**config.mk**
```make
export PLATFORM = sky130hd
export DESIGN_NAME = branch_unit_bht
export DESIGN_NICKNAME = d
export VERILOG_FILES = /design/src/rtl/branch_unit_bht.sv
export SDC_FILE = /design/constraint.sdc
export NUM_CORES = 1
export LEC_CHECK = 0
export BUFFER_PORTS_ARGS = -buffer_cell sky130_fd_sc_hd__buf_2
export CORE_ASPECT_RATIO = 1.2
export CORE_MARGIN = 3
export CORE_UTILIZATION = 62
export CTS_CLUSTER_DIAMETER = 80
export DETAILED_ROUTE_END_ITERATION = 12
export GPL_TIMING_DRIVEN = 0
export PLACE_DENSITY = 0.87
export SLEW_MARGIN = 20
export SYNTH_ARGS = -nofsm -noshare
export SYNTH_HDL_FRONTEND = slang
export SYNTH_SLANG_ARGS = --single-unit
export TNS_END_PERCENT = 10
```
**constraint.sdc**
```tcl
create_clock -name clk -period 14.5 [get_ports clk]
set_input_delay 0.725 -clock clk [delete_from_list [all_inputs] [get_ports clk]]
set_output_delay 0.725 -clock clk [all_outputs]
set_load 0.01 [all_outputs]
```
**src/rtl/branch_unit_bht.sv**
```systemverilog
// Branch resolution unit: evaluates SB-type conditions in EX, computes the redirect target,
// serves 2-bit BHT predictions to IF and keeps saturating branch/mispredict statistics.
module branch_unit_bht #(
  parameter int unsigned XLEN         = 32,
  parameter int unsigned BHT_IDX_BITS = 6,
  parameter int unsigned CNT_WIDTH    = 32
) (
  input  logic                 clk,
  input  logic                 rst,
  input  logic [XLEN-1:0]      if_pc,
  output logic                 if_pred_taken,
  input  logic                 ex_valid,
  input  logic [XLEN-1:0]      ex_pc,
  input  logic [31:0]          Instruction,
  input  logic [XLEN-1:0]      rs1Data,
  input  logic [XLEN-1:0]      rs2Data,
  input  logic                 ex_pred_taken,
  output logic                 Branch,
  output logic                 mispredict,
  output logic [XLEN-1:0]      redirect_pc,
  output logic [CNT_WIDTH-1:0] br_count,
  output logic [CNT_WIDTH-1:0] miss_count
);

  localparam int unsigned Entries = 1 << BHT_IDX_BITS;

  logic [1:0]           bht_q [Entries];
  logic [1:0]           bht_d [Entries];
  logic                 branch_q, branch_d;
  logic                 mispredict_q, mispredict_d;
  logic [XLEN-1:0]      redirect_q, redirect_d;
  logic [CNT_WIDTH-1:0] br_cnt_q, br_cnt_d;
  logic [CNT_WIDTH-1:0] miss_cnt_q, miss_cnt_d;

  logic [BHT_IDX_BITS-1:0] if_idx, ex_idx;
  logic [6:0]              opcode;
  logic [2:0]              funct3;
  logic                    is_branch;
  logic                    taken;
  logic [XLEN:0]           diff;
  logic                    eq, lt_u, lt_s;
  logic [XLEN-1:0]         imm_b, target, fall_through;
  logic                    unused_bits;

  assign if_idx = if_pc[BHT_IDX_BITS+1:2];
  assign ex_idx = ex_pc[BHT_IDX_BITS+1:2];
  assign if_pred_taken = bht_q[if_idx][1];

  assign opcode    = Instruction[6:0];
  assign funct3    = Instruction[14:12];
  assign is_branch = ex_valid && (opcode == 7'b1100011) && (funct3 != 3'd2) && (funct3 != 3'd3);

  // One subtractor serves all compares; carry-out set means no borrow (rs1 >= rs2 unsigned).
  assign diff = {1'b0, rs1Data} + {1'b0, ~rs2Data} + {{XLEN{1'b0}}, 1'b1};
  assign eq   = (diff[XLEN-1:0] == '0);
  assign lt_u = ~diff[XLEN];
  assign lt_s = (rs1Data[XLEN-1] ^ rs2Data[XLEN-1]) ? rs1Data[XLEN-1] : diff[XLEN-1];

  always_comb begin
    taken = 1'b0;
    case (funct3)
      3'd0:    taken = eq;
      3'd1:    taken = ~eq;
      3'd4:    taken = lt_s;
      3'd5:    taken = ~lt_s;
      3'd6:    taken = lt_u;
      3'd7:    taken = ~lt_u;
      default: taken = 1'b0;
    endcase
  end

  assign imm_b = {{(XLEN-13){Instruction[31]}}, Instruction[31], Instruction[7],
                  Instruction[30:25], Instruction[11:8], 1'b0};
  assign target       = ex_pc + imm_b;
  assign fall_through = ex_pc + XLEN'(4);

  always_comb begin
    bht_d        = bht_q;
    branch_d     = 1'b0;
    mispredict_d = 1'b0;
    redirect_d   = redirect_q;
    br_cnt_d     = br_cnt_q;
    miss_cnt_d   = miss_cnt_q;
    if (is_branch) begin
      branch_d     = taken;
      mispredict_d = (taken != ex_pred_taken);
      redirect_d   = taken ? target : fall_through;
      if (br_cnt_q != {CNT_WIDTH{1'b1}}) br_cnt_d = br_cnt_q + CNT_WIDTH'(1);
      if (mispredict_d && (miss_cnt_q != {CNT_WIDTH{1'b1}})) begin
        miss_cnt_d = miss_cnt_q + CNT_WIDTH'(1);
      end
      if (taken && (bht_q[ex_idx] != 2'b11)) begin
        bht_d[ex_idx] = bht_q[ex_idx] + 2'b01;
      end else if (!taken && (bht_q[ex_idx] != 2'b00)) begin
        bht_d[ex_idx] = bht_q[ex_idx] - 2'b01;
      end
    end
  end

  always_ff @(posedge clk) begin
    if (rst) begin
      for (int i = 0; i < Entries; i++) bht_q[i] <= 2'b01;
      branch_q     <= 1'b0;
      mispredict_q <= 1'b0;
      redirect_q   <= '0;
      br_cnt_q     <= '0;
      miss_cnt_q   <= '0;
    end else begin
      bht_q        <= bht_d;
      branch_q     <= branch_d;
      mispredict_q <= mispredict_d;
      redirect_q   <= redirect_d;
      br_cnt_q     <= br_cnt_d;
      miss_cnt_q   <= miss_cnt_d;
    end
  end

  assign Branch      = branch_q;
  assign mispredict  = mispredict_q;
  assign redirect_pc = redirect_q;
  assign br_count    = br_cnt_q;
  assign miss_count  = miss_cnt_q;

  assign unused_bits = ^{Instruction[24:15], if_pc[XLEN-1:BHT_IDX_BITS+2], if_pc[1:0],
                         ex_pc[1:0]};

endmodule

```
==> impl_metrics.py <==
metrics = {
    "yosys": {
        "ys_types": 101,
        "syn_area_sq_um": 15400,
        "ys_ff_latch": 226,
        "syn_nets": 2187,
        "ys.flop_type": "dfxtp_1",
        "yosysSeqAreaShare_pct": 29.3,
        "synth_edf_count": 0,
        "syn_area_per_cell_sq_um": 7.90,
        "ys_warn_count": 0,
        "synthCells": 1953,
        "async_flop_share_pct": 0,
    },
    "routing": {
        "vias": 16700,
        "dr.pass1.iters": 9,
        "antenna_left": 0,
        "wl_per_cell_um": 20.2,
        "wl_um": 51200,
        "drc_errors": 0,
        "viasPerCell": 6.56,
        "first_iter_violations": 1642,
    },
    "die": {
        "num_rows": 62,
        "die_height_um": 179,
        "pin_count": 263,
        "core_area_sq_um": 24200,
        "dieWidth_um": 150,
        "die_area_sq_um": 26800,
        "initial_utilization_pct": 63.8,
    },
    "clock_network": {
        "ctsRootBufferMaster": "clkbuf_16",
        "cts_tree": "yes",
        "ctsResizeCount": 0,
        "cts.clk_slew.worst_paths_ps": 70,
        "cts-htree-levels": 1,
        "postCtsHoldBufs": 0,
        "cts_buffers": 23,
        "clock_latency_ps": 540,
        "clockBufferDepth": 3,
        "clock-sinks": 226,
        "cts_setup_buffers": 0,
    },
    "final_layout": {
        "final_common_cell": "nand2_1",
        "drive_gt1_share_pct": 17.5,
        "layout-area-overhead-vs-synth_pct": 15.2,
        "final_util_pct": 73.4,
        "layout.nets": 2435,
        "layout_common_cells": "261 x nand2_1, 259 x buf_2, 226 x dfxtp_1",
    },
    "global_routing": {
        "grt_use_total_pct": 37.0,
        "grt_max_degree": 21,
        "grt_pass1_wl_um": 81200,
        "gr-total-overflow": 0,
        "grt_antenna_before_repair": 1,
        "grt_pass1_vias": 16400,
    },
    "critical_path": {
        "critPathMaxFanout": 10,
        "critical_path.top_delay_family": "compound AO/OA/AOI/OAI gates",
        "endpoint_kind": "register",
        "startpoint": "rs1Data[8]",
        "cpPeakStageDelay_ps": 810,
        "arrival_ps": 7110,
        "rrSetupSlack_ps": 9720,
        "r2r_cells": 14,
        "r2r-end": "bht_q[83]",
        "slowest_stage": "o21ai_1",
        "required_ps": 14910,
        "path_buf_inv": 2,
        "cp.depth": 27,
        "crit_path_start_kind": "primary input",
        "endpoint": "bht_q[83]",
        "crit_type": "in2reg",
    },
    "timing": {
        "period_minus_slack_ps": 6700,
        "slew_viol_final": 0,
        "finalHoldViolCount": 0,
        "fmax_mhz": 149,
        "period_share_pct": 46.2,
        "rsz0062_at_grt": "no",
        "setup_tns_ps": 0,
        "tightest_slew_ps": 1080,
        "setup_ws_ps": 7800,
        "fin_worst_skew_ps": 24.2,
        "whs_ps": 445,
        "max-slew-margin-rel_pct": 27.7,
        "setup_viol_count_final": 0,
    },
    "status": {
        "status": "completed",
    },
    "pwr": {
        "power_leakage_uw": 0.00760,
        "ir_worst_vdd_v": 0.0000790,
        "powerDensity_nw_per_um2": 87.8,
        "power_uw": 1560,
    },
    "placement": {
        "gp_congestion": 1.04,
        "numPortBuffers": 223,
        "dp_hpwl_um": 37400,
        "dp_slack_ps": 7440,
    },
    "hold_path": {
        "hp-class": "in2reg",
    },
    "job": {
        "maxCapViolations": 0,
    },
}
-- worst min path at each step --
| stage | startpoint | slack [ps] | endpoint | cells after the start |
|---|---|---|---|---|
| after floorplan | bht_q[15] | 440 | bht_q[15] | 2 |
| after global placement | redirect_pc[9] | 440 | redirect_pc[9] | 2 |
| after detailed placement | redirect_pc[9] | 450 | redirect_pc[9] | 2 |
| after CTS | ex_pc[0] | 450 | redirect_pc[0] | 3 |
| after global routing | ex_pc[0] | 470 | redirect_pc[0] | 3 |
| final | ex_pc[0] | 450 | redirect_pc[0] | 3 |
-- cell usage after synthesis (12+ instances only) --
| cell type | number | share of area [%] |
|---|---|---|
| dfxtp_1 | 226 | 29 |
| o22ai_1 | 34 | 1.4 |
| and3_1 | 56 | 2.3 |
| o21ai_1 | 42 | 1.4 |
| clkbuf_1 | 78 | 1.9 |
| or3_1 | 38 | 1.5 |
| inv_1 | 66 | 1.6 |
| nor2_1 | 131 | 3.2 |
| a21oi_1 | 147 | 4.8 |
| a22oi_1 | 33 | 1.6 |
| nand2_1 | 261 | 6.3 |
| a311oi_1 | 14 | 0.79 |
| o21a_1 | 18 | 0.88 |
| nor3_1 | 54 | 1.8 |
| a21o_1 | 58 | 2.8 |
| or4_1 | 12 | 0.58 |
| ha_1 | 67 | 5.4 |
| and2_1 | 16 | 0.65 |
| o211ai_1 | 16 | 0.78 |
| nor4_1 | 12 | 0.49 |
| xor2_1 | 25 | 1.4 |
| nand4_1 | 27 | 1.1 |
| mux2i_1 | 65 | 4.2 |
| xnor2_1 | 49 | 2.8 |
| mux4_2 | 21 | 3.1 |
| o21ai_0 | 81 | 2.6 |
| nand3_1 | 64 | 2.1 |
| buf_2 | 36 | 1.2 |
| nor2b_1 | 18 | 0.73 |
-- routing by layer --
metal  routed length (um)  track usage, %
met5                    0               0
met4                 3230            21.5
met3                 4980            6.80
met2                24500            62.9
met1                18400            43.6
-- cell families after synthesis --
group / share of synthesized area (%)
flip-flops: 29.3
AO/OA/AOI/OAI: 22.4
XOR/XNOR: 4.20
buffers and inverters: 5.26
AND/OR/NAND/NOR: 24.5
multiplexers: 8.45
adder cells (fa/ha/maj): 5.82
-- worst reg2reg max path: stages (launching register included) --
cell and delay (ps):
dfxtp_1 330, o22ai_1 90, or4_1 570, a21oi_1 150, nand3_1 130, or4b_1 540
clkbuf_1 250, inv_1 160, clkbuf_1 350, buf_2 330, ha_1 290, and3_1 170
o21ai_1 810, buf_2 390, mux2i_1 120
-- layout make-up --
| type | count | area [sq um] |
|---|---|---|
| multi-input combinational | 1529 | 10100 |
| fill | 1935 | 6430 |
| sequential | 226 | 4520 |
| timing repair buffer | 223 | 1120 |
| clock buffer | 28 | 624 |
| buffer | 128 | 549 |
| tap | 320 | 400 |
| inverter | 70 | 263 |
| clock inverter | 13 | 176 |
| antenna | 2 | 5.00 |
-- power breakdown --
part           internal (uW)  switching, uW  leakage (uW)
Combinational            109            189       0.00539
Clock                    378            263      0.000388
Sequential               621          0.244       0.00182
Total                   1110            452       0.00760
-- through the flow --
| stage | cells | cell area, sq um |
|---|---|---|
| after floorplan | 1953 | 15400 |
| after global placement | 2496 | 17000 |
| after detailed placement | 2496 | 17000 |
| after CTS | 2537 | 17800 |
| after global routing | 2537 | 17800 |
| final | 2539 | 17800 |
(Power assumes the default switching activity.)
